===== config.mk =====
export PLATFORM = sky130hd
export DESIGN_NAME = reg_write_arbiter
export DESIGN_NICKNAME = d
export VERILOG_FILES = /design/src/rtl/reg_write_arbiter.sv
export SDC_FILE = /design/constraint.sdc
export NUM_CORES = 1
export LEC_CHECK = 0
export CAP_MARGIN = 25
export CELL_PAD_IN_SITES_DETAIL_PLACEMENT = 0
export CELL_PAD_IN_SITES_GLOBAL_PLACEMENT = 1
export CORE_MARGIN = 2
export CORE_UTILIZATION = 38
export CTS_CLUSTER_SIZE = 30
export DETAILED_ROUTE_END_ITERATION = 10
export PLACE_DENSITY_LB_ADDON = 0.3
export SYNTH_ARGS = -nofsm -noshare
export SYNTH_HDL_FRONTEND = slang
export SYNTH_SLANG_ARGS = --single-unit

===== constraint.sdc =====
create_clock -name CLK -period 2.2 [get_ports CLK]
set_input_delay 0.44 -clock CLK [delete_from_list [all_inputs] [get_ports CLK]]
set_output_delay 0.44 -clock CLK [all_outputs]
set_load 0.005 [all_outputs]

===== src/rtl/reg_write_arbiter.sv =====
// reg_write_arbiter: merges ALU and load (MEM) writeback requests into a
// single registered register-file write port. Each requester owns a
// one-entry buffer; the older buffer wins the port, and equal-age ties go
// to MEM unless the REGARB_RR_EN macro is defined, in which case ties
// alternate between the two requesters (first tie after reset goes to MEM).
module reg_write_arbiter #(
    parameter int DATA_W = 8,
    parameter int ADDR_W = 3
) (
    input  logic                     CLK,
    input  logic                     RESET,
    input  logic                     BUSYWAIT,
    input  logic                     ALU_REQ,
    input  logic [ADDR_W-1:0]        ALU_ADDR,
    input  logic [DATA_W-1:0]        ALU_DATA,
    output logic                     ALU_GNT,
    input  logic                     MEM_REQ,
    input  logic [ADDR_W-1:0]        MEM_ADDR,
    input  logic [DATA_W-1:0]        MEM_DATA,
    output logic                     MEM_GNT,
    output logic                     WRITE,
    output logic [ADDR_W-1:0]        INADDRESS,
    output logic [DATA_W-1:0]        IN,
    output logic [(1<<ADDR_W)-1:0]   PENDING
);

    localparam int NREG = 1 << ADDR_W;

    // Request buffers (stage p0). The age flag of a buffer is set when the
    // other buffer is accepted while this one is still held, i.e. this
    // entry is strictly older. Both flags clear means an equal-age tie.
    logic                alu_vld_p0, mem_vld_p0;
    logic [ADDR_W-1:0]   alu_addr_p0, mem_addr_p0;
    logic [DATA_W-1:0]   alu_data_p0, mem_data_p0;
    logic                alu_age_p0, mem_age_p0;

    logic alu_ld, mem_ld;
    logic adv;
    logic tie;
    logic tie_alu;
    logic sel_alu, sel_mem;
    logic alu_clr, mem_clr;
    logic alu_hold, mem_hold;

    assign ALU_GNT = !alu_vld_p0 && !RESET;
    assign MEM_GNT = !mem_vld_p0 && !RESET;

    assign alu_ld = ALU_REQ && ALU_GNT;
    assign mem_ld = MEM_REQ && MEM_GNT;

    // The output stage moves unless it holds a write the register file is
    // refusing this edge.
    assign adv = !(WRITE && BUSYWAIT);

    assign tie = alu_vld_p0 && mem_vld_p0 && !alu_age_p0 && !mem_age_p0;

`ifdef REGARB_RR_EN
    // High when the previous equal-age tie went to ALU; reset value makes
    // the first tie go to MEM.
    logic last_tie_alu;

    assign tie_alu = !last_tie_alu;

    // Remember which requester won the most recent tie.
    always_ff @(posedge CLK) begin
        if (RESET) begin
            last_tie_alu <= 1'b1;
        end else if (adv && tie) begin
            last_tie_alu <= sel_alu;
        end
    end
`else
    assign tie_alu = 1'b0;
`endif

    assign sel_alu = alu_vld_p0 && (!mem_vld_p0 || alu_age_p0 || (tie && tie_alu));
    assign sel_mem = mem_vld_p0 && !sel_alu;

    assign alu_clr  = adv && sel_alu;
    assign mem_clr  = adv && sel_mem;
    assign alu_hold = alu_vld_p0 && !alu_clr;
    assign mem_hold = mem_vld_p0 && !mem_clr;

    // Buffer control: valid and relative-age bookkeeping.
    always_ff @(posedge CLK) begin
        if (RESET) begin
            alu_vld_p0 <= 1'b0;
            mem_vld_p0 <= 1'b0;
            alu_age_p0 <= 1'b0;
            mem_age_p0 <= 1'b0;
        end else begin
            if (alu_ld) begin
                alu_vld_p0 <= 1'b1;
            end else if (alu_clr) begin
                alu_vld_p0 <= 1'b0;
            end

            if (mem_ld) begin
                mem_vld_p0 <= 1'b1;
            end else if (mem_clr) begin
                mem_vld_p0 <= 1'b0;
            end

            if (alu_ld) begin
                alu_age_p0 <= 1'b0;
            end else if (mem_ld && alu_hold) begin
                alu_age_p0 <= 1'b1;
            end

            if (mem_ld) begin
                mem_age_p0 <= 1'b0;
            end else if (alu_ld && mem_hold) begin
                mem_age_p0 <= 1'b1;
            end
        end
    end

    // Buffer payload capture on handshake; contents are don't-care while invalid.
    always_ff @(posedge CLK) begin
        if (alu_ld) begin
            alu_addr_p0 <= ALU_ADDR;
            alu_data_p0 <= ALU_DATA;
        end
        if (mem_ld) begin
            mem_addr_p0 <= MEM_ADDR;
            mem_data_p0 <= MEM_DATA;
        end
    end

    // Output stage (p1): load the winning buffer, or drop WRITE when idle.
    always_ff @(posedge CLK) begin
        if (RESET) begin
            WRITE     <= 1'b0;
            INADDRESS <= '0;
            IN        <= '0;
        end else if (adv) begin
            if (sel_alu) begin
                WRITE     <= 1'b1;
                INADDRESS <= alu_addr_p0;
                IN        <= alu_data_p0;
            end else if (sel_mem) begin
                WRITE     <= 1'b1;
                INADDRESS <= mem_addr_p0;
                IN        <= mem_data_p0;
            end else begin
                WRITE     <= 1'b0;
            end
        end
    end

    // Per-register flag of any held, uncommitted write.
    always_comb begin
        PENDING = '0;
        for (int i = 0; i < NREG; i++) begin
            PENDING[i] = (alu_vld_p0 && (alu_addr_p0 == ADDR_W'(i)))
                       || (mem_vld_p0 && (mem_addr_p0 == ADDR_W'(i)))
                       || (WRITE && (INADDRESS == ADDR_W'(i)));
        end
    end

endmodule


==> results of run 1 <==
[critical path, cell delays in order (launching register included)]
cell and delay, ns:
edfxtp_1 0.46, nor2b_2 0.20, a22oi_1 0.20, o31ai_1 0.10
clkdlybuf4s50_1 0.45
[metrics by stage]
stage	instances	area, sq um
after global placement	245	2150
after global routing	260	2320
final	260	2320
after floorplan	152	1630
after detailed placement	245	2150
after CTS	255	2260
[state kept, by name, summed over array words and instances (netlist names)]
signal,count
INADDRESS,3
mem_data_p0,8
alu_vld_p0,1
alu_age_p0,1
IN,8
alu_data_p0,8
alu_addr_p0,3
WRITE,1
mem_vld_p0,1
mem_addr_p0,3
[power groups by stage]
stage,clock (mW),sequential (mW),combinational (mW)
6_report,0.451,0.833,0.325
5_1_grt,0.490,0.840,0.354
4_1_cts,0.462,0.830,0.317
3_5_place_dp,0,0.844,0.312
3_3_place_gp,0,0.842,0.305
2_1_floorplan,0,0.835,0.153
[how the worst max path moves through the flow]
stage / start / end / slack, ns / depth (start not counted)
2_1_floorplan: RESET / mem_addr_p0[0] / 0.76 / 3
5_1_grt: alu_addr_p0[2] / PENDING[4] / -0.04 / 4
6_report: alu_addr_p0[2] / PENDING[4] / 0.06 / 4
4_1_cts: alu_addr_p0[0] / PENDING[6] / 0.02 / 4
3_5_place_dp: RESET / MEM_GNT / 0.16 / 3
3_3_place_gp: RESET / ALU_GNT / 0.20 / 3
[routing by layer]
| layer | track usage [%] | routed length (microns) | vias to the layer above |
|---|---|---|---|
| met5 | 0 | 0 | - |
| li1 | - | - | 685 |
| met2 | 27.6 | 2000 | 64 |
| met1 | 22.8 | 1750 | 652 |
| met3 | 5.52 | 258 | 12 |
| met4 | 6.97 | 71 | 0 |
[kinds of logic (layout without fill, tap and decap cells)]
logic type,after synthesis,in the layout,share of synthesized area [%]
flip-flops,37,37,59.0
AND/OR/NAND/NOR,64,64,19.4
buffers and inverters,15,73,4.92
AO/OA/AOI/OAI,36,36,16.7
[layout make-up]
cell class | instances | area (sq um)
clock inverters | 2 | 10.0
inverters | 3 | 11.3
multi-input cells | 100 | 609
clock buffers | 6 | 72.6
well taps | 50 | 62.6
repair buffers | 62 | 591
fillers | 340 | 1740
flip-flops and latches | 37 | 966
[cells in the final DEF, fill, tap and decap left out, types with 3 or more instances in the layout]
cell             count
edfxtp_1            22
dfxtp_2              4
o21ai_1              4
nand2_1              8
clkbuf_8             5
buf_4               14
a311oi_1            12
nand4_1              3
clkdlybuf4s50_1     46
nand3_1             19
o21ai_0              7
nand3b_1             3
nor2_1              18
dfxtp_1             11
[what timing repair did]
action / 4_1_cts / 5_1_grt
resized for setup: 5 / 9
setup buffers: 2 / 5
setup endpoints to repair: 4 / 6
==> metrics, run 1 <==
Fin. Hold Viols=0; # rows=23; status=finished clean; Comb pwr share=20.2%; reg2reg path depth=3; Clk Latency, worst-skew pair=a little under 0.3 ns; hold path start=IN[7]; fin util=57.2%; Cells after Synth=152; nets=about 240; most common cell in the synthesized netlist=edfxtp_1; peak supply drop=around 0.44 mV; Reg clk slew, reported paths=around 0.07 ns; H-tree levels=2; Worst Path Max Fanout=5; I/O pin total=49; power after layout=1.61 mW; DR iter-0 viols=107; HPWL Detailed=2.78 mm; area leader, netlist=edfxtp_1; share of flip-flops with an asynchronous set or reset=0%; HP Class=flip-flop to flip-flop; syn avg cell area=around 11 sq um; actual slew at the worst max-slew pin=around 0.55 ns; core box area=0.00406 sq mm; CTS Sinks=37; Max Freq=467 MHz; vias in the first global route=1339; Setup WS post-layout=0.0569 ns; Rel. slew slack=roughly 63%; Routed WL=4.08 mm; Overall Global Routing Usage=around 18%; Max-Cap Viols=0; area of the die=slightly below 0.005 sq mm; hold bufs inserted after CTS=0; Inserted Clock Buffers=5; ratio of cells with drive above 1 in the final layout=between 10% and 20%; Max Root-Sink Buffers=2; Die H=69.5 microns; Max Slew Vio Count=0; crit share post-route=97.4%; #FFs+latches synth=37; critical path arrival=between 1.5 and 2 ns; Synth Flop Type=edfxtp_1; sw frac=26.1%; worst hold stages=2; Crit path required time=1.76 ns; synthesized area=between 0.0015 and 0.002 sq mm; startpoint class of the critical path=flip-flop; Post-synth top cells=edfxtp_1 (22), nand3_1 (19), nor2_1 (19); Vias/cell=5.43; part of the power in registers=51.8%; reg-to-reg critical path startpoint=alu_vld_p0; Psw=approximately 420 uW; pre-CTS setup slack=0.160 ns; TNS Setup=0 ns; Final Setup Violations=0; Crit Path Class=flip-flop to output port; Initial Utilization=between 40% and 50%; DR pass1 iterations=4; DRC=0; capturing point of the worst reg2reg path=alu_addr_p0[2]; Synth cell types=32; Area contributors post-synth=edfxtp_1 (41%), dfxtp_1 (18%), a311oi_1 (6.5%); area delta synth->final=42.7%; Final ANT Viol Nets=0; Internal=1.19 mW; Ys Warns=0; Vias=~1.4k; GPL Wtd Cong=0.827; reg2reg setup slack=0.64 ns; Post-synth EDFFs=22; Clock power frac=28.0%; CP endpoint kind=output port; Setup Skew=approximately 0.0053 ns; routed len/inst=15.7 microns; post-layout min period=between 2 and 2.5 ns; first-pass GRT wire length=around 6.6 mm; RSZ-0062 raised after global routing=true; pwr dens=692 mW/mm^2; Overflow after GRT=0; WHS Endpoint=IN[7]; Buffers on Ports=48; Post-Syn Nets=179; Yosys top cell area share=40.6%; root buf cell=clkbuf_8; Hold Slack=between 0.4 and 0.5 ns; sequential element share of the synthesized area=59.0%; P_leak=0.843 nW; initial antenna violation count=0; ant diodes=0; Die Wd=69.5 microns; CTS tree=built; largest net degree at the start of global routing=22
(Power assumes the default switching activity.)
==> run 2: changes to the inputs <==
--- a/config.mk
+++ b/config.mk
@@ -13,6 +13,7 @@
 export CTS_CLUSTER_SIZE = 30
 export DETAILED_ROUTE_END_ITERATION = 10
 export PLACE_DENSITY_LB_ADDON = 0.3
+export SETUP_SLACK_MARGIN = 0.2
 export SYNTH_ARGS = -nofsm -noshare
 export SYNTH_HDL_FRONTEND = slang
 export SYNTH_SLANG_ARGS = --single-unit
==> run 2 against run 1 <==
Compared with the run above:
- first-iteration DRC count increased by 21%
- register-to-register slack gained 0.07 ns
- critical path depth increased by 1
- global-route usage grew 0.55 points
- largest power group unchanged
- maximum frequency increased by 8.3%
- largest cell class unchanged
- clock power about the same
==> metrics, run 2 (synthesized netlist as in run 1, its figures left out) <==
Largest regs=IN (8), alu_data_p0 (8), mem_data_p0 (8); Initial Utilization=40.1% (unchanged); Worst Path Max Fanout=3 (-2); CTS tree=built; initial antenna violation count=0 (unchanged); # rows=23 (unchanged); Max Root-Sink Buffers=2 (unchanged); DR pass1 iterations=5 (+1); I/O pin total=49 (unchanged); Clk Latency, worst-skew pair=0.29 ns (about the same); final-layout fill cell count=327 (-3.8%); Inserted Clock Buffers=5 (unchanged); Routed WL=4.20 mm (+3.1%); commonest non-fill, non-tap cells in the layout=clkdlybuf4s50_1 (39), edfxtp_1 (22), buf_4 (22); top sig layer=met4; Buffers on Ports=48 (unchanged); Overall Global Routing Usage=18.2% (+0.55 points); Vias/cell=5.47 (+0.59%); GPL Wtd Cong=0.827 (unchanged); Setup Skew=0.00396 ns (-0.00136 ns); DR iter-0 viols=130 (+21%); commonest non-fill, non-tap cell in the layout=clkdlybuf4s50_1; Final Setup Violations=0 (unchanged); ratio of cells with drive above 1 in the final layout=20.5% (+4.7 points); Crit Path Class=flip-flop to output port; status=finished clean; post-layout min period=1.98 ns (-0.164 ns); routed len/inst=15.6 microns (-0.70%); core box area=0.00406 sq mm (unchanged); Max Slew Vio Count=0 (unchanged); P_leak=0.923 nW (+9.4%); Overflow after GRT=0 (unchanged); Max Freq=505 MHz (+8.3%); Setup WS post-layout=0.221 ns (+0.164 ns); pwr dens=671 mW/mm^2 (-3.1%); startpoint class of the critical path=flip-flop; Reg clk slew, reported paths=0.07 ns (about the same); RSZ-0062 raised after global routing=true; CP endpoint kind=output port; nets=246 (+4.2%); H-tree levels=2 (unchanged); peak supply drop=0.436 mV (-0.68%); Vias=1476 (+4.5%); Die Wd=69.5 microns (unchanged); critical path arrival=1.54 ns (-0.16 ns); HPWL Detailed=2.78 mm (unchanged); pre-CTS setup slack=0.160 ns (unchanged); Crit path required time=1.76 ns (about the same); Final ANT Viol Nets=0 (unchanged); Max-Cap Viols=0 (unchanged); ant diodes=0 (unchanged); area delta synth->final=48.3%; TNS Setup=0 ns (unchanged); routed wl met2=2.07 mm (+4.0%); Rel. slew slack=64.2% (+0.85 points); Die H=69.5 microns (unchanged); root buf cell=clkbuf_8; first-pass GRT wire length=6.76 mm (+2.3%); CTS Sinks=37 (unchanged); DR WL met3=297 microns (+15%); HP Class=flip-flop to flip-flop; crit share post-route=90.0% (-7.4 points); largest net degree at the start of global routing=22 (unchanged); DRC=0 (unchanged); area of the die=0.00482 sq mm (unchanged); wl on met1=1.74 mm (-0.86%); vias in the first global route=1370 (+2.3%); Fin. Hold Viols=0 (unchanged); actual slew at the worst max-slew pin=0.538 ns (-0.0128 ns)
[run 2: changes by cell type in the layout (fill, tap and decap cells not counted), moves of 2 or more]
| cell | before | now |
|---|---|---|
| buf_6 | 0 | 2 |
| nor2b_4 | 2 | 4 |
| clkdlybuf4s50_1 | 46 | 39 |
| nor2b_2 | 2 | 0 |
| dlygate4sd2_1 | 0 | 6 |
| buf_4 | 14 | 22 |
[run 2: metrics by stage]
step	util (%)	area, sq um	hold slack (ns)	cells	power [mW]
after floorplan	-	1630	0.468	152	0.988
after global placement	53.1	2150	0.489	245	1.15
after detailed placement	53.1	2150	0.494	245	1.16
after CTS	57.4	2330	0.503	263	1.61
after global routing	59.5	2410	0.542	270	1.70
final	59.5	2410	0.498	270	1.62
[run 2: power breakdown]
part | leakage, nW | switching, mW | internal [mW]
clock | 0.0450 | 0.233 | 0.219
combinational | 0.548 | 0.149 | 0.187
sequential | 0.330 | 0.0436 | 0.790
total | 0.923 | 0.425 | 1.20
[run 2: final timing paths]
| kind | slack [ns] | cells past startpoint | endpoint | start |
|---|---|---|---|---|
| setup / recovery | 0.22 | 5 | PENDING[5] | mem_addr_p0[1] |
| hold / removal | 0.50 | 2 | IN[7] | IN[7] |
| setup reg to reg | 0.71 | 3 | alu_data_p0[4] | alu_vld_p0 |
| hold reg to reg | 0.50 | 2 | IN[7] | IN[7] |
[run 2: worst max-delay path, stage by stage, from the launching register on]
cell	delay, ns
edfxtp_1	0.43
buf_4	0.17
nor2b_1	0.19
nand3_1	0.12
nand3_1	0.10
dlygate4sd2_1	0.23
[run 2: layer usage]
metal,global-route usage [%],vias to the layer above
met5,0,-
met4,7.63,0
met3,5.67,14
met2,29.1,73
met1,22.8,682
li1,-,707
[run 2: cell type report]
class / instances / area, sq um / share of cell area (%)
clock buffer: 6 / 72.6 / 3.01
clock inverter: 2 / 10.0 / 0.415
inverter: 3 / 11.3 / 0.466
multi-input combinational: 100 / 627 / 26.0
sequential: 37 / 966 / 40.0
tap: 50 / 62.6 / 2.59
timing repair buffer: 72 / 666 / 27.6
[run 2: repair_timing]
item / CTS / global route
gates resized for setup: 16 / 11
setup buffers: 10 / 7
endpoints found under the setup margin: 10 / 4
hold buffers: 0 / 0
pin swaps: 1 / 0
